<file path="config.mk">
export PLATFORM = sky130hd
export DESIGN_NAME = pr_bridge_timer_flat
export DESIGN_NICKNAME = d
export VERILOG_FILES = /design/src/rtl/pr_bridge_timer_if.sv /design/src/rtl/pr_bridge_timer.sv /design/src/flat_wrapper.sv
export SDC_FILE = /design/constraint.sdc
export NUM_CORES = 1
export LEC_CHECK = 0
export CORE_ASPECT_RATIO = 1.25
export CORE_UTILIZATION = 45
export DETAILED_ROUTE_END_ITERATION = 10
export MAX_ROUTING_LAYER = met4
export PLACE_DENSITY = 0.77
export SLEW_MARGIN = 20
export SYNTH_ARGS = -nofsm -noshare
export SYNTH_HDL_FRONTEND = slang
export SYNTH_SLANG_ARGS = --single-unit
</file>
<file path="constraint.sdc">
create_clock -name clk -period 2.4 [get_ports clk]
set_clock_uncertainty 0.2 [all_clocks]
set_input_delay 0.6 -clock clk [delete_from_list [all_inputs] [get_ports clk]]
set_output_delay 0.6 -clock clk [all_outputs]
set_load 0.02 [all_outputs]
</file>
<file path="src/rtl/pr_bridge_timer_if.sv">
// pr_bridge_timer_if: CPU side-bus between the MEM stage (master) and a
// memory-mapped device (slave).
//   PrAddr  - word address driven by the CPU
//   PrWD    - write data
//   IOWrite - one-cycle write strobe per store
//   PrRD    - read data returned combinationally by the device
interface pr_bridge_timer_if;
    logic [31:2] PrAddr;
    logic [31:0] PrWD;
    logic        IOWrite;
    logic [31:0] PrRD;

    modport master (output PrAddr, output PrWD, output IOWrite, input PrRD);
    modport slave  (input PrAddr, input PrWD, input IOWrite, output PrRD);
endinterface

</file>
<file path="src/rtl/pr_bridge_timer.sv">
// pr_bridge_timer: side-bus responder holding a count-down timer, a 32-bit
// output port and a 32-bit sampled input port in a 32-byte window at BASE.
//   clk     - rising-edge clock
//   rst     - synchronous reset, active low
//   bus     - CPU side-bus (slave modport): PrAddr, PrWD, IOWrite, PrRD
//   HWInt   - interrupt lines; [2] = timer IRQ & IM, [7:3] = 0
//   dev_in  - external input port, sampled every cycle
//   dev_out - external output port register
module pr_bridge_timer #(
    parameter logic [31:0] BASE = 32'h0000_7F00
) (
    input  logic               clk,
    input  logic               rst,
    pr_bridge_timer_if.slave   bus,
    output logic [7:2]         HWInt,
    input  logic [31:0]        dev_in,
    output logic [31:0]        dev_out
);

    localparam logic [1:0] S_IDLE = 2'd0;
    localparam logic [1:0] S_LOAD = 2'd1;
    localparam logic [1:0] S_CNT  = 2'd2;
    localparam logic [1:0] S_INT  = 2'd3;

    localparam logic [2:0] OFF_CTRL   = 3'd0;
    localparam logic [2:0] OFF_PRESET = 3'd1;
    localparam logic [2:0] OFF_COUNT  = 3'd2;
    localparam logic [2:0] OFF_OUT    = 3'd4;
    localparam logic [2:0] OFF_IN     = 3'd5;

    logic [1:0]  state_q, state_d;
    logic        en_q, en_d;
    logic [1:0]  mode_q, mode_d;
    logic        im_q, im_d;
    logic        irq_q, irq_d;
    logic [31:0] preset_q, preset_d;
    logic [31:0] count_q, count_d;
    logic [31:0] out_q, out_d;
    logic [31:0] in_q, in_d;

    logic        in_win;
    logic [2:0]  off;
    logic        wr_ctrl, wr_preset, wr_out;
    logic        irq_set, irq_clr_fsm, fsm_clr_en;

    assign in_win    = (bus.PrAddr[31:5] == BASE[31:5]);
    assign off       = bus.PrAddr[4:2];
    assign wr_ctrl   = bus.IOWrite && in_win && (off == OFF_CTRL);
    assign wr_preset = bus.IOWrite && in_win && (off == OFF_PRESET);
    assign wr_out    = bus.IOWrite && in_win && (off == OFF_OUT);

    always_comb begin
        state_d     = state_q;
        en_d        = en_q;
        mode_d      = mode_q;
        im_d        = im_q;
        irq_d       = irq_q;
        preset_d    = preset_q;
        count_d     = count_q;
        out_d       = out_q;
        in_d        = dev_in;
        irq_set     = 1'b0;
        irq_clr_fsm = 1'b0;
        fsm_clr_en  = 1'b0;

        case (state_q)
            S_IDLE: begin
                if (en_q) state_d = S_LOAD;
            end
            S_LOAD: begin
                count_d = preset_q;
                state_d = S_CNT;
            end
            S_CNT: begin
                if (!en_q) begin
                    state_d = S_IDLE;
                end else if (count_q <= 32'd1) begin
                    count_d = '0;
                    irq_set = 1'b1;
                    state_d = S_INT;
                end else begin
                    count_d = count_q - 32'd1;
                end
            end
            S_INT: begin
                // Only MODE=01 reloads; 10/11 behave as one-shot.
                if (mode_q == 2'b01) begin
                    irq_clr_fsm = 1'b1;
                    state_d     = S_LOAD;
                end else begin
                    fsm_clr_en = 1'b1;
                    state_d    = S_IDLE;
                end
            end
            default: state_d = S_IDLE;
        endcase

        // CPU write to CTRL overrides the FSM's one-shot EN clear.
        if (fsm_clr_en) en_d = 1'b0;
        if (wr_ctrl) begin
            en_d   = bus.PrWD[0];
            mode_d = bus.PrWD[2:1];
            im_d   = bus.PrWD[3];
        end
        if (wr_preset) preset_d = bus.PrWD;
        if (wr_out)    out_d    = bus.PrWD;

        // A new IRQ on the same edge as a clear is kept.
        if (wr_ctrl || wr_preset || irq_clr_fsm) irq_d = 1'b0;
        if (irq_set) irq_d = 1'b1;
    end

    always_ff @(posedge clk) begin
        if (!rst) begin
            state_q  <= S_IDLE;
            en_q     <= 1'b0;
            mode_q   <= '0;
            im_q     <= 1'b0;
            irq_q    <= 1'b0;
            preset_q <= '0;
            count_q  <= '0;
            out_q    <= '0;
            in_q     <= '0;
        end else begin
            state_q  <= state_d;
            en_q     <= en_d;
            mode_q   <= mode_d;
            im_q     <= im_d;
            irq_q    <= irq_d;
            preset_q <= preset_d;
            count_q  <= count_d;
            out_q    <= out_d;
            in_q     <= in_d;
        end
    end

    always_comb begin
        bus.PrRD = '0;
        if (in_win) begin
            case (off)
                OFF_CTRL:   bus.PrRD = {27'b0, irq_q, im_q, mode_q, en_q};
                OFF_PRESET: bus.PrRD = preset_q;
                OFF_COUNT:  bus.PrRD = count_q;
                OFF_OUT:    bus.PrRD = out_q;
                OFF_IN:     bus.PrRD = in_q;
                default:    bus.PrRD = '0;
            endcase
        end
    end

    assign HWInt   = {5'b0, irq_q & im_q};
    assign dev_out = out_q;

endmodule
</file>
<file path="src/flat_wrapper.sv">
// flat-port wrapper written by rule: the top's interface ports become plain ports
module pr_bridge_timer_flat 
#(
    parameter logic [31:0] BASE = 32'h0000_7F00
)
  (clk, rst, HWInt, dev_in, dev_out, bus_PrAddr, bus_PrWD, bus_IOWrite, bus_PrRD);
  pr_bridge_timer_if bus_i ();
  input  logic clk;
  input  logic rst;
  output logic [7:2] HWInt;
  input  logic [31:0] dev_in;
  output logic [31:0] dev_out;
  input wire logic [$bits(bus_i.PrAddr)-1:0] bus_PrAddr;
  input wire logic [$bits(bus_i.PrWD)-1:0] bus_PrWD;
  input wire logic [$bits(bus_i.IOWrite)-1:0] bus_IOWrite;
  output wire logic [$bits(bus_i.PrRD)-1:0] bus_PrRD;
  assign bus_i.PrAddr = bus_PrAddr;
  assign bus_i.PrWD = bus_PrWD;
  assign bus_i.IOWrite = bus_IOWrite;
  assign bus_PrRD = bus_i.PrRD;
  pr_bridge_timer #(.BASE(BASE)) u_core (.clk(clk), .rst(rst), .bus(bus_i), .HWInt(HWInt), .dev_in(dev_in), .dev_out(dev_out));
endmodule
</file>
# After elaboration in Yosys (flattened, before gate mapping)
# Index checks and enable logic that the tools add are counted.
# word_totals
register_bits	135
in_bits	97
out_inout_bits	70
word_cells	58
# classes
addsub	1
order_cmp	1
eq_ne	12
muxes	21
bitwise_logic	1
reduce_logical	13
# op_table
operator	n
$pmux W32 S5	1
$mux W32	3
$pmux W32 S2	1
$le A32 B1 Y1 const B	1
$sub A32 B1 Y32 const B	1
$eq A27 B10 Y1 const B	1
$mux W1	12
$pmux W2 S4	1
$eq A3 B3 Y1 const B	2
$mux W2	3
$reduce_bool A2 Y1	3
$eq A2 B1 Y1 const B	2
$eq A2 B2 Y1 const B	2
$logic_and A1 B1 Y1	4
$ne A2 B1 Y1 const B	2
$reduce_and A2 Y1	2
$eq A3 B1 Y1 const B	1
$eq A3 B2 Y1 const B	1
$logic_not A3 Y1	1
$ne A3 B3 Y1 const B	1
$logic_not A2 Y1	1
$logic_or A1 B1 Y1	2
$and A1 B1 Y1	1

# Depth between registers and ports, before layout
# logic_depth
word_depth	7
ltp_mapped	8
mapped_depth_nobuf	7

# Worst setup path after synthesis
# OpenSTA, ideal clock, no wires.
# synth_timing
kind	input-to-output
startpoint	in bus_PrAddr[0]
endpoint	out bus_PrRD[21]
t_arrival_ns	2.058
required_time_ns	1.600
slack_ns	-0.458
cell_stages	5
path_cell_list	buf_2 -> nor3b_2 -> clkbuf_1 -> a22oi_1 -> a21oi_1
# synth_via
elab_chain_len	3
# synth_rtl
item	line	text
start: declaration	flat_wrapper.sv:13	input wire logic [$bits(bus_i.PrAddr)-1:0] bus_PrAddr;
$eq A3 B3 Y1, or another cell as far along	pr_bridge_timer.sv:140	case (off)
$pmux W32 S5 *	pr_bridge_timer.sv:140	
$mux W32 *	pr_bridge_timer.sv:139	if (in_win) begin
end: declaration	flat_wrapper.sv:16	output wire logic [$bits(bus_i.PrRD)-1:0] bus_PrRD;
# Every way passes the cells marked *; elsewhere a longest branch is shown, timed or not.

# Worst setup path in the final report
# layout_timing
startpoint	in bus_PrAddr[1]
endpoint	out bus_PrRD[27]
# The elaborated chain is that of the path after synthesis.

==> out/metrics.cfg <==
[status]
status=complete, but fails checks
violations=setup timing

[floorplanning]
rows=49
start_util_pct=46.3
die_x_microns=111
die_y_microns=138
coreArea_sq_um=14400
die_area_sq_um=15300
ios=167

[run]
cap_violations=0

[synthesis]
avgSynthCellArea_sq_um=8.11
synthArstFlopShare_pct=0
synth.distinct_cells=62
synthFlopType=dfxtp_1
synth-seq-cells=135
syn_inst=822
ys_seq_area_share_pct=40.5
synth-edff-count=0
syn_area_sq_um=6670
yosys_warnings=0

[hold_path]
hold_class=flop to flop

[global_route]
grt_pass1_wl_mm=35.9
antenna_found_initial=0
grt_use_total_pct=30.2
grt_overflow_total=0
grt_max_degree=40
grt_pass1_vias=6928

[worst_setup_path]
cp.arrival_ns=1.97
crit_cells=8
critPathMaxStageDelay_ns=0.25
cp-start-kind=input port
cpMostUsedCell=buf_4
critPathMaxFanout=14
critPathKind=input port to output pin
slowest_stage=dlygate4sd2_1
cp-end-kind=output pin
reg2reg_slack_ns=0.01
crit_path_cell_trace=dlygate4sd2_1 -> buf_4 -> nor3b_4 -> buf_4 -> buf_12 -> a22oi_1 -> a21oi_4 -> buf_6
r2r_start=u_core.count_q[24]
crit_start=bus_PrAddr[1]
cp_data_required_time_ns=1.60
r2r-end=u_core.count_q[17]
critPathCapture=bus_PrRD[27]
critPathBufInv=5
rr_worst_depth=6
critical-path-top-delay-family=buffers and inverters

[sta]
drv_slew=0
post-route-period-util_pct=115
hold_viol=0
min_period_ns=2.77
fmax_mhz=361
setup-tns-final_ns=-10.98
rsz0062_at_grt=true
worst_slack_ns=-0.367
setup_viol=32

[routing]
avgViaCountPerCell=5.79
drc_errors=0
num_vias=7133
post_drt_wl_per_cell_microns=18.4
detail-route-antenna-nets=0
dr.pass1.iters=6
drt_iter0_markers=498
detail_route.wirelength_mm=22.7

[pwr]
p_per_area_nw_per_um2=515
p_leak_nw=3.83
ir_drop_v=0.000697
finalPower_mw=5.40

[clock_tree]
cts_hold_buf=0
clk_pin_slew_worst_paths_ns=0.06
cts_buffers=17
cts.sinks=135
cts_tree=built
htree_levels=4
clockBufferDepth=2
clk_latency_ns=0.42
root_buffer=clkbuf_16

[finish]
final_layout_size_suffix_gt1_share_pct=27.9
nets=1141
area_growth_pct=57.2
fin_util_pct=72.7
n_antenna_cell=0

[place]
numPortBuffers=161
routabilityCongestion=0.882
hpwl_mm=14.6
dp_worst_setup_slack_ns=-1.21

[tightest hold or removal path, delay by kind of cell (launching register included)]
kind | cells | cell delay [ns]
compound gates | 1 | 0.06
flops | 1 | 0.32
simple gates | 1 | 0.05
[how the worst min path moves through the flow]
| stage | cells past startpoint | end | from | slack (ns) |
|---|---|---|---|---|
| after floorplan | 2 | u_core.preset_q[3] | u_core.preset_q[3] | 0.25 |
| after global placement | 2 | u_core.dev_out[15] | u_core.dev_out[15] | 0.26 |
| after detailed placement | 2 | u_core.dev_out[20] | u_core.dev_out[20] | 0.27 |
| after CTS | 2 | u_core.dev_out[20] | u_core.dev_out[20] | 0.28 |
| after global routing | 2 | u_core.preset_q[20] | u_core.preset_q[20] | 0.30 |
| final | 2 | u_core.dev_out[20] | u_core.dev_out[20] | 0.28 |
[flip-flops by register name (all words and copies together), names as in the netlist]
| register | flops |
|---|---|
| u_core.count_q | 32 |
| u_core.dev_out | 32 |
| u_core.en_q | 1 |
| u_core.im_q | 1 |
| u_core.in_q | 32 |
| u_core.irq_q | 1 |
| u_core.mode_q | 2 |
| u_core.preset_q | 32 |
| u_core.state_q | 2 |
[metrics by stage]
stage,instances,instance area (sq um),hold WS (ns)
after floorplan,826,7180,0.248
after global placement,1183,9330,0.263
after detailed placement,1183,9330,0.271
after CTS,1230,10300,0.279
after global routing,1233,10500,0.304
final,1233,10500,0.277
[cell usage after synthesis, types with 4 or more instances]
master | count | area [sq um]
nor4_1 | 14 | 87.6
a21oi_1 | 68 | 340
a21boi_0 | 66 | 495
mux4_2 | 5 | 113
o221a_2 | 4 | 45.0
dfxtp_1 | 135 | 2700
nor2_1 | 31 | 116
buf_4 | 5 | 37.5
a211oi_1 | 4 | 30.0
o21ai_0 | 54 | 270
clkbuf_1 | 53 | 199
and2_1 | 35 | 219
or4_1 | 4 | 30.0
o21a_1 | 5 | 37.5
nand2_1 | 159 | 597
a22oi_1 | 60 | 450
nor2b_1 | 5 | 31.3
inv_1 | 8 | 30.0
mux2i_1 | 4 | 40.0
nor3_1 | 14 | 70.1
nand3_1 | 11 | 55.1
or3_1 | 6 | 37.5
nand4_1 | 6 | 37.5
or3_2 | 4 | 30.0
[layer usage]
metal | up-vias | global-route usage (%) | share of wire [%]
met5 | - | - | 0
li1 | 3391 | - | -
met3 | 44 | 4.95 | 5.2
met2 | 271 | 51.8 | 51
met4 | 0 | 9.54 | 2.7
met1 | 3427 | 35.8 | 41
[cell type report]
| class | instances | area (sq um) |
|---|---|---|
| Timing Repair Buffer | 262 | 2610 |
| Clock buffer | 19 | 453 |
| Fill cell | 1015 | 3930 |
| Inverter | 9 | 35.0 |
| Clock inverter | 13 | 169 |
| Tap cell | 178 | 223 |
| Sequential cell | 135 | 2710 |
| Multi-Input combinational cell | 617 | 4280 |
[cells in the final DEF (no fill, tap or decap), drive strengths merged, types with 4 or more instances in the layout]
master / n
nand2: 159
buf: 148
dfxtp: 135
clkdlybuf4s50: 97
a21oi: 68
a21boi: 66
a22oi: 60
o21ai: 55
and2: 35
nor2: 31
clkbuf: 24
nor4: 16
nor3: 14
inv: 12
nand3: 11
or3: 11
dlygate4sd2: 9
nand4: 6
mux4: 5
nor2b: 5
o21a: 5
conb: 5
o221a: 5
a211oi: 4
mux2i: 4
clkinvlp: 4
o31ai: 4
or4: 4
[where the power goes]
group	switching, mW	internal [mW]	total [mW]
Clock	1.05	1.70	2.75
Sequential	0.00919	2.27	2.28
Combinational	0.157	0.213	0.371
Total	1.21	4.18	5.40
[logic make-up (layout without fill, tap and decap cells)]
logic type	after synthesis	in the layout	synth area share [%]
flip-flops	135	135	40.5
buffers and inverters	74	303	5.12
other	1	5	0.0563
AO/OA/AOI/OAI	282	282	27.9
XOR/XNOR	2	2	0.263
multiplexers	9	9	2.29
adder cells (fa/ha/maj)	2	2	0.375
AND/OR/NAND/NOR	317	317	23.4
[timing repair]
item / in CTS / in global routing
buffers inserted: 8 / 3
endpoints found under the setup margin: 57 / 50
cloned: 7 / 0
resized for setup: 302 / 31
pin swaps: 14 / 8
(Power assumes the default switching activity.)
